File: src/rtl/avmm_fifo_mailbox.sv
// avmm_fifo_mailbox: NCH-channel Avalon-MM TX/RX FIFO mailbox with flush, sticky errors, optional irq.
// Optional interrupt logic is built in when AVMM_FIFO_MBOX_IRQ_EN is defined.
module avmm_fifo_mailbox #(
  parameter int DATA_W = 32,
  parameter int DEPTH  = 16,
  parameter int NCH    = 2,
  parameter int ADDR_W = 6
) (
  input  logic                    clk_clk,
  input  logic                    reset_reset,
  input  logic [ADDR_W-1:0]       avs_address,
  input  logic                    avs_read,
  input  logic                    avs_write,
  input  logic [31:0]             avs_writedata,
  output logic [31:0]             avs_readdata,
  output logic                    avs_waitrequest,
  output logic [NCH*DATA_W-1:0]   tx_data,
  output logic [NCH-1:0]          tx_empty,
  input  logic [NCH-1:0]          tx_rd,
  input  logic [NCH*DATA_W-1:0]   rx_data,
  input  logic [NCH-1:0]          rx_wr,
  output logic [NCH-1:0]          rx_full,
  output logic                    irq
);
  localparam int LW = $clog2(DEPTH) + 1;
  localparam int PW = $clog2(DEPTH);
  localparam int CW = ADDR_W - 2;
  typedef enum logic {IDLE, RD_WAIT} state_t;
  state_t r_state, w_next;
  logic w_rd_go;
  logic [31:0] r_readdata, w_rdata;
  logic [CW-1:0] w_ch;
  logic [1:0] w_reg;
  logic [31:0] w_status [NCH];
  logic [31:0] w_rx_word [NCH];
  logic [2:0] w_err [NCH];
  logic [NCH-1:0] w_ien, w_pend;
  assign w_ch = avs_address[ADDR_W-1:2];
  assign w_reg = avs_address[1:0];
  always_ff @(posedge clk_clk) begin
    if (reset_reset) r_state <= IDLE;
    else r_state <= w_next;
  end
  always_comb w_next = (r_state == IDLE && avs_read) ? RD_WAIT : IDLE;
  always_comb begin
    w_rd_go = r_state == IDLE && avs_read;
    avs_waitrequest = w_rd_go && !reset_reset;
  end
  // Channels >= NCH never match, so their reads fall through to zero.
  always_comb begin
    w_rdata = '0;
    for (int i = 0; i < NCH; i++)
      if (w_ch == CW'(i))
        w_rdata = w_reg == 2'd0 ? w_rx_word[i] :
                  w_reg == 2'd1 ? w_status[i] :
                  w_reg == 2'd2 ? {29'b0, w_ien[i], 2'b0} : {29'b0, w_err[i]};
  end
  always_ff @(posedge clk_clk) begin
    if (reset_reset) r_readdata <= '0;
    else if (w_rd_go) r_readdata <= w_rdata;
  end
  assign avs_readdata = r_readdata;
  for (genvar c = 0; c < NCH; c++) begin : g_ch
    logic [DATA_W-1:0] r_tx_mem [DEPTH];
    logic [DATA_W-1:0] r_rx_mem [DEPTH];
    logic [PW-1:0] r_tx_wp, r_tx_rp, r_rx_wp, r_rx_rp;
    logic [LW-1:0] r_tx_lvl, r_rx_lvl;
    logic [2:0] r_err, w_err_set, w_err_clr;
    logic w_sel, w_dw, w_dr, w_tx_full, w_tx_empty, w_rx_full, w_rx_empty;
    logic w_tx_push, w_tx_pop, w_rx_push, w_rx_pop, w_tx_fl, w_rx_fl;
    assign w_sel = w_ch == CW'(c);
    assign w_dw = w_sel && avs_write && w_reg == 2'd0;
    assign w_dr = w_sel && w_rd_go && w_reg == 2'd0;
    assign w_tx_full = r_tx_lvl == LW'(DEPTH);
    assign w_tx_empty = r_tx_lvl == '0;
    assign w_rx_full = r_rx_lvl == LW'(DEPTH);
    assign w_rx_empty = r_rx_lvl == '0;
    assign w_tx_fl = w_sel && avs_write && w_reg == 2'd2 && avs_writedata[0];
    assign w_rx_fl = w_sel && avs_write && w_reg == 2'd2 && avs_writedata[1];
    // A pop frees the slot in the same cycle, so a full FIFO still accepts the push.
    assign w_tx_pop = tx_rd[c] && !w_tx_empty;
    assign w_tx_push = w_dw && (!w_tx_full || w_tx_pop);
    assign w_rx_pop = w_dr && !w_rx_empty;
    assign w_rx_push = rx_wr[c] && (!w_rx_full || w_rx_pop);
    assign w_err_set = {rx_wr[c] && w_rx_full && !w_rx_pop && !w_rx_fl,
                        w_dr && w_rx_empty,
                        w_dw && w_tx_full && !w_tx_pop};
    assign w_err_clr = (w_sel && avs_write && w_reg == 2'd3) ? avs_writedata[2:0] : 3'b0;
    always_ff @(posedge clk_clk) begin
      if (reset_reset) begin
        r_tx_wp <= '0;
        r_tx_rp <= '0;
        r_tx_lvl <= '0;
        r_rx_wp <= '0;
        r_rx_rp <= '0;
        r_rx_lvl <= '0;
        r_err <= '0;
      end else begin
        r_tx_wp <= w_tx_fl ? '0 : r_tx_wp + PW'(w_tx_push);
        r_tx_rp <= w_tx_fl ? '0 : r_tx_rp + PW'(w_tx_pop);
        r_tx_lvl <= w_tx_fl ? '0 : r_tx_lvl + LW'(w_tx_push) - LW'(w_tx_pop);
        r_rx_wp <= w_rx_fl ? '0 : r_rx_wp + PW'(w_rx_push);
        r_rx_rp <= w_rx_fl ? '0 : r_rx_rp + PW'(w_rx_pop);
        r_rx_lvl <= w_rx_fl ? '0 : r_rx_lvl + LW'(w_rx_push) - LW'(w_rx_pop);
        r_err <= (r_err & ~w_err_clr) | w_err_set;
      end
    end
    always_ff @(posedge clk_clk) begin
      if (w_tx_push && !w_tx_fl) r_tx_mem[r_tx_wp] <= avs_writedata[DATA_W-1:0];
      if (w_rx_push && !w_rx_fl) r_rx_mem[r_rx_wp] <= rx_data[c*DATA_W +: DATA_W];
    end
`ifdef AVMM_FIFO_MBOX_IRQ_EN
    logic r_ien;
    always_ff @(posedge clk_clk) begin
      if (reset_reset) r_ien <= 1'b0;
      else if (w_sel && avs_write && w_reg == 2'd2) r_ien <= avs_writedata[2];
    end
    assign w_ien[c] = r_ien;
`else
    assign w_ien[c] = 1'b0;
`endif
    assign w_pend[c] = w_ien[c] && !w_rx_empty;
    assign w_err[c] = r_err;
    assign w_status[c] = {w_pend[c], w_tx_full, w_rx_empty, 13'(r_tx_lvl), 16'(r_rx_lvl)};
    assign w_rx_word[c] = w_rx_empty ? '0 : 32'(r_rx_mem[r_rx_rp]);
    assign tx_data[c*DATA_W +: DATA_W] = w_tx_empty ? '0 : r_tx_mem[r_tx_rp];
    assign tx_empty[c] = w_tx_empty;
    assign rx_full[c] = w_rx_full;
  end
`ifdef AVMM_FIFO_MBOX_IRQ_EN
  logic r_irq;
  always_ff @(posedge clk_clk) begin
    if (reset_reset) r_irq <= 1'b0;
    else r_irq <= |w_pend;
  end
  assign irq = r_irq;
`else
  assign irq = 1'b0;
`endif
endmodule

File: config.mk
export PLATFORM = sky130hd
export DESIGN_NAME = avmm_fifo_mailbox
export DESIGN_NICKNAME = d
export VERILOG_FILES = /design/src/rtl/avmm_fifo_mailbox.sv
export SDC_FILE = /design/constraint.sdc
export NUM_CORES = 2
export LEC_CHECK = 0
export ABC_AREA = 1
export ABC_CLOCK_PERIOD_IN_PS = 5750
export CORE_UTILIZATION = 55
export DETAILED_ROUTE_END_ITERATION = 6
export GPL_ROUTABILITY_DRIVEN = 1
export GPL_TIMING_DRIVEN = 0
export HOLD_SLACK_MARGIN = 0.08
export PLACE_DENSITY = 0.69
export SLEW_MARGIN = 5
export SYNTH_ARGS = -nofsm -noshare
export SYNTH_HDL_FRONTEND = slang
export SYNTH_SLANG_ARGS = --single-unit
File: constraint.sdc
create_clock -name clk_clk -period 5.75 [get_ports clk_clk]
set_input_delay 1.15 -clock clk_clk [delete_from_list [all_inputs] [get_ports clk_clk]]
set_output_delay 1.15 -clock clk_clk [all_outputs]
set_load 0.01 [all_outputs]
# Word level (Yosys, flattened, before mapping)
# Memory sizes are Yosys's and may differ from the RTL's. A register that Yosys moved wholly into a read port is not among the register bits.
# Cells that the tools add are included.
# Widths: inputs -> output; s select.
dict set report word_totals {
  latch_bits 0
  ramBits 2048
  output_inout_bits 102
  n_memories 4
  reg_bits 91
  mem_bits_ro 0
  input_bits 110
  elab_cells 151
}
dict set report classes {
  add_sub_neg 16
  div_mod_pow 0
  n_shift 0
  muxes 27
  reduce_logical 73
  multipliers 0
  bitwise 7
  n_lt_le_gt_ge 0
  n_eq_ne 8
}
# name words width read_ports rd_ports_with_merged_regs wr line
set mem_list {}
lappend mem_list {{g_ch[0].r_rx_mem} 16 32 1 1 1 65} ;# logic [DATA_W-1:0] r_rx_mem [DEPTH];
lappend mem_list {{g_ch[0].r_tx_mem} 16 32 1 1 1 64} ;# logic [DATA_W-1:0] r_tx_mem [DEPTH];
lappend mem_list {{g_ch[1].r_rx_mem} 16 32 1 1 1 65}
lappend mem_list {{g_ch[1].r_tx_mem} 16 32 1 1 1 64}
# op n
set ops {}
lappend ops {{$mux 32} 8}
lappend ops {{$mux 31} 2}
lappend ops {{$logic_and 1x1->1} 42}
lappend ops {{$add 4x1->4} 8}
lappend ops {{$add 5x1->5} 4}
lappend ops {{$eq 5x5->1 const B} 4}
lappend ops {{$logic_not 5->1} 4}
lappend ops {{$sub 5x1->5} 4}
lappend ops {{$logic_not 1->1} 17}
lappend ops {{$mux 4} 4}
lappend ops {{$mux 3} 4}
lappend ops {{$mux 1} 9}
lappend ops {{$reduce_or 2->1} 4}
lappend ops {{$and 3x3->3} 2}
lappend ops {{$not 3->3} 2}
lappend ops {{$or 3x3->3} 2}
lappend ops {{$eq 2x2->1 const B} 2}
lappend ops {{$eq 4x1->1 const B} 1}
lappend ops {{$logic_not 4->1} 1}
lappend ops {{$logic_or 1x1->1} 4}
lappend ops {{$eq 2x1->1 const B} 1}
lappend ops {{$logic_not 2->1} 1}
lappend ops {{$not 1->1} 1}

# Depth between registers and ports, before layout
dict set report logic_depth {
  ltp_word 10
  depth_mapped 23
  depth_no_buf 23
}

# Worst setup path before layout
# Ideal clock, no wire load.
dict set report synth_path {
  path_type {input -> register}
  startpoint {input avs_address[0]}
  endpoint {memory g_ch[1].r_rx_mem[10][0], enable pin}
  path_buffers 1
  setup_time_ns 0.421
  path_slack_ns 1.744
  arrival_time_ns 3.585
  cell_stages 12
  required_ns 5.329
  cell_sequence {buf_6 nor2_4 inv_2 nor2_8 inv_4 nor2_4 inv_2 nand2_2 nand2_2 nor2_4 nand3_2 nor2_1}
}
dict set report synth_between {
  elab_chain_cells 8
  elab_cells_between_ends 12
  classes_between {1 x eq/ne; 2 x mux; 9 x reduce/logical}
}
# element line
set synth_lines {}
lappend synth_lines {{start: declaration} 11} ;# input logic [ADDR_W-1:0] avs_address,
lappend synth_lines {{$logic_not 2->1} 73} ;# assign w_dr = w_sel && w_rd_go && w_reg == 2'd0;
lappend synth_lines {{$logic_and 1x1->1} 73}
lappend synth_lines {{$logic_and 1x1->1} 83} ;# assign w_rx_pop = w_dr && !w_rx_empty;
lappend synth_lines {{$logic_or 1x1->1} 84} ;# assign w_rx_push = rx_wr[c] && (!w_rx_full || w_rx_pop);
lappend synth_lines {{$logic_and 1x1->1} 84}
lappend synth_lines {{$logic_and 1x1->1 *} 110} ;# if (w_rx_push && !w_rx_fl) r_rx_mem[r_rx_wp] <= rx_data[c*DATA_W +: DATA_W];
lappend synth_lines {{$mux 1 *} 110}
lappend synth_lines {{$mux 1 (implied by the code) *} 110}
lappend synth_lines {{end: declaration} 65}
# Every way passes the cells marked *; elsewhere a longest branch is shown, timed or not.

==> impl_results.md <==
- Outcome: complete, no violations
- Max cap viols: 0
- Die X-Extent: 397 um
- DRC Markers: 0
- Final min period: 5.39 ns
- Gr usage total: 31.5%
- Uppermost layer routed: met5
- Worst Min Path Start: avs_readdata[11]
- FILL cells: 11400
- RSZ-0062 raised after global routing: false
- Critical Path Fanout Max: 10
- Remaining Overflow, GRT: 0
- Critical Path Start Type: flip-flop
- Hold Path Class: reg2reg
- Yosys top cell area share: 71.5%
- Crit path DAT: 4.24 ns
- CP Class: reg2out
- Initial DRC count: 8423
- DR vias/cell: 6.06
- Mean Syn Cell Area: 12.2 um2
- Final Non-Filler Cells: 9763
- Rows: 144
- Worst Path Required: 4.60 ns
- Synth area leader: edfxtp_1
- Syn_nets: 7209
- Worst-path clk slew: 0.07 ns
- Fin. max-slew vios: 0
- Chip height: 397 um
- Root buffer cell: clkbuf_16
- Total core area: 0.155 mm2
- Avg WL per Cell: 25.7 um
- Antenna-violating nets left: 0
- Synthesized cell area: 0.0860 mm2
- Final net count: 7694
- Vias in the first global route: 57100
- R2R cell count: 23
- Layout cells sized above 1: 8.76%
- H-tree level count: 4
- Met1 WL: 94800 um
- Area growth syn-to-layout: 15.2%
- Cts bufs inserted: 209
- Post-CTS Hold Fix Bufs: 0
- Post-CTS Resized: 0
- Initial antenna violation count: 9
- CTS tree: done
- PD cells: 379 mW/mm2
- Core Util, Final: 64.1%
- DR pass1 iterations: 6
- Placed Area: 0.0925 mm2
- Worst slew pin tran: 1.45 ns
- I/O Buffers: 208
- Worst slew margin: 3.18%
- Crit. Startpoint: g_ch[0].r_tx_rp[1]
- First-pass GRT wire length: 365000 um
- Final Hold Violating Endpoints: 0
- Synth cell types: 38
- Final worst-path cycle share: 93.7%
- GP Congestion: 0.910
- DPL Wire Length: 163000 um
- Synthesis warning total: 0
- Metal3 WL: 28400 um
- Detailed-route via count: 59200
- Register area share after synthesis: 73.6%
- Worst R2R Start: g_ch[1].r_tx_lvl[3]
- Metal2 WL: 117000 um
- Final setup skew: 0.0240 ns
- WL final: 251000 um
- Worst Setup EP: tx_data[7]
- Largest net degree at the start of global routing: 35
- Max frequency: 186 MHz
- Later-pin clock latency in the skew report: 0.84 ns
- Die footprint: 0.158 mm2
- Setup slack, reg-to-reg: 2.11 ns
- Leak: 34.3 nW
- TritonCTS Sinks: 2139
- Max rail drop VDD: 0.347 mV
- Mapped Cells: 7058
- Placed Cells incl. Taps: 9376
- CP Capture Type: output port
- Reg2reg end: g_ch[1].r_tx_lvl[4]
- Deepest clock path buffer count: 3
- Post-synthesis sequential element count: 2139
- Setup Buffers After CTS: 0
- Setup-failing EPs final: 0
- Synth area leaders: edfxtp_1, nand2_1, nand3_1, nor2_1, o21ai_0
- Starting Density: 55.6%
- Io pins: 212
- Design area: 0.0991 mm2
[placed cells by master, fill, tap and decap left out, types with 25 or more instances in the layout]
master              n
dfxtp_1            91
clkbuf_16         210
o22ai_1            72
buf_12             41
clkdlybuf4s50_1   177
edfxtp_1         2048
nand2_1          1329
clkinv_2           32
nand3_1           950
inv_1             283
o21ai_0           572
clkbuf_1          268
a21oi_1           110
o21ai_1            30
nor2_1            750
buf_4              35
ha_1               37
clkinv_1           42
nor2_4             68
o221ai_1          184
buf_2             177
buf_16             25
buf_1              50
[synthesized netlist by cell type (all sizes together)]
master and number:
inv 297, o22ai 72, o221ai 184, o21bai 3
nand3 954, dfxtp 91, xor2 15, edfxtp 2048
fa 4, or3 1, nor3b 1, buf 233
o211ai 7, o21ai 602, nand2 1337, ha 37
nor3 2, a211oi 2, xnor2 8, clkbuf 216
clkinv 3, a21oi 110, or2 5, nor2 823
o31ai 2, conb 1
[state kept, by name, indices dropped and copies added (netlist names)]
signal	count
g_ch.r_rx_mem	1024
g_ch.r_tx_mem	1024
avs_readdata	32
g_ch.r_rx_lvl	10
g_ch.r_tx_lvl	10
g_ch.r_rx_rp	8
g_ch.r_rx_wp	8
g_ch.r_tx_rp	8
g_ch.r_tx_wp	8
g_ch.r_err	6
r_state	1
[how the worst min path moves through the flow]
stage                     cells after the start  slack [ns]          endpoint
after floorplan                               2        0.45  g_ch[0].r_err[1]
after global placement                        2        0.45  avs_readdata[11]
after detailed placement                      2        0.47  avs_readdata[11]
after CTS                                     2        0.47  avs_readdata[11]
after global routing                          2        0.49  avs_readdata[11]
final                                         2        0.47  avs_readdata[11]
[per-stage QoR]
step / power (mW) / hold WS (ns) / setup WS, ns / setup TNS, ns
after floorplan: 21.3 / 0.450 / 1.74 / 0
after global placement: 24.1 / 0.455 / -1.06 / -1298.12
after detailed placement: 24.4 / 0.465 / 1.12 / 0
after CTS: 37.5 / 0.473 / 0.475 / 0
after global routing: 38.7 / 0.486 / 0.199 / 0
final: 37.6 / 0.473 / 0.364 / 0
[critical path: stages, from the launching register on]
cell             delay (ns)
dfxtp_1                0.41
clkbuf_1               0.55
clkbuf_1               0.50
o21ai_0                0.25
o221ai_1               0.45
nand3_1                0.28
a21oi_1                0.36
clkdlybuf4s50_1        0.60
[power breakdown]
group	leakage (nW)	internal, mW	switching [mW]
clock	3.21	7.54	5.80
combinational	11.9	2.15	4.57
sequential	19.2	17.4	0.137
total	34.3	27.1	10.5
[final cells by class]
class                      instances  area [um2]  share of cell area, %
clock buffer                     276        5630                   5.69
buffer                           449        2020                   2.03
inverter                         300        1130                   1.14
sequential                      2139       63300                   63.9
timing repair buffer             274        3440                   3.47
clock inverter                   107         962                  0.971
antenna                            4        10.0                 0.0101
multi-input combinational       4170       20000                   20.2
tap                             2044        2560                   2.58
[logic make-up (layout without fill, tap and decap cells)]
| kind of cell | Yosys count | count (layout) | share of synthesized area [%] |
|---|---|---|---|
| and+or+nand+nor | 3123 | 3123 | 15.2 |
| DFF | 2139 | 2139 | 73.6 |
| AOI/OAI and AO/OA | 982 | 982 | 6.66 |
| buffers and inverters | 749 | 1406 | 3.66 |
| adders and majority gates | 41 | 41 | 0.631 |
| xor gates and xnor gates | 23 | 23 | 0.234 |
| other | 1 | 5 | 0.00436 |
[routing by layer]
metal | track usage, % | vias up
met3 | 6.29 | 614
met5 | 0 | -
met2 | 50.0 | 3652
met1 | 42.7 | 28700
li1 | - | 26200
met4 | 13.5 | 8
Note: power is estimated with default switching activity, not from simulation.
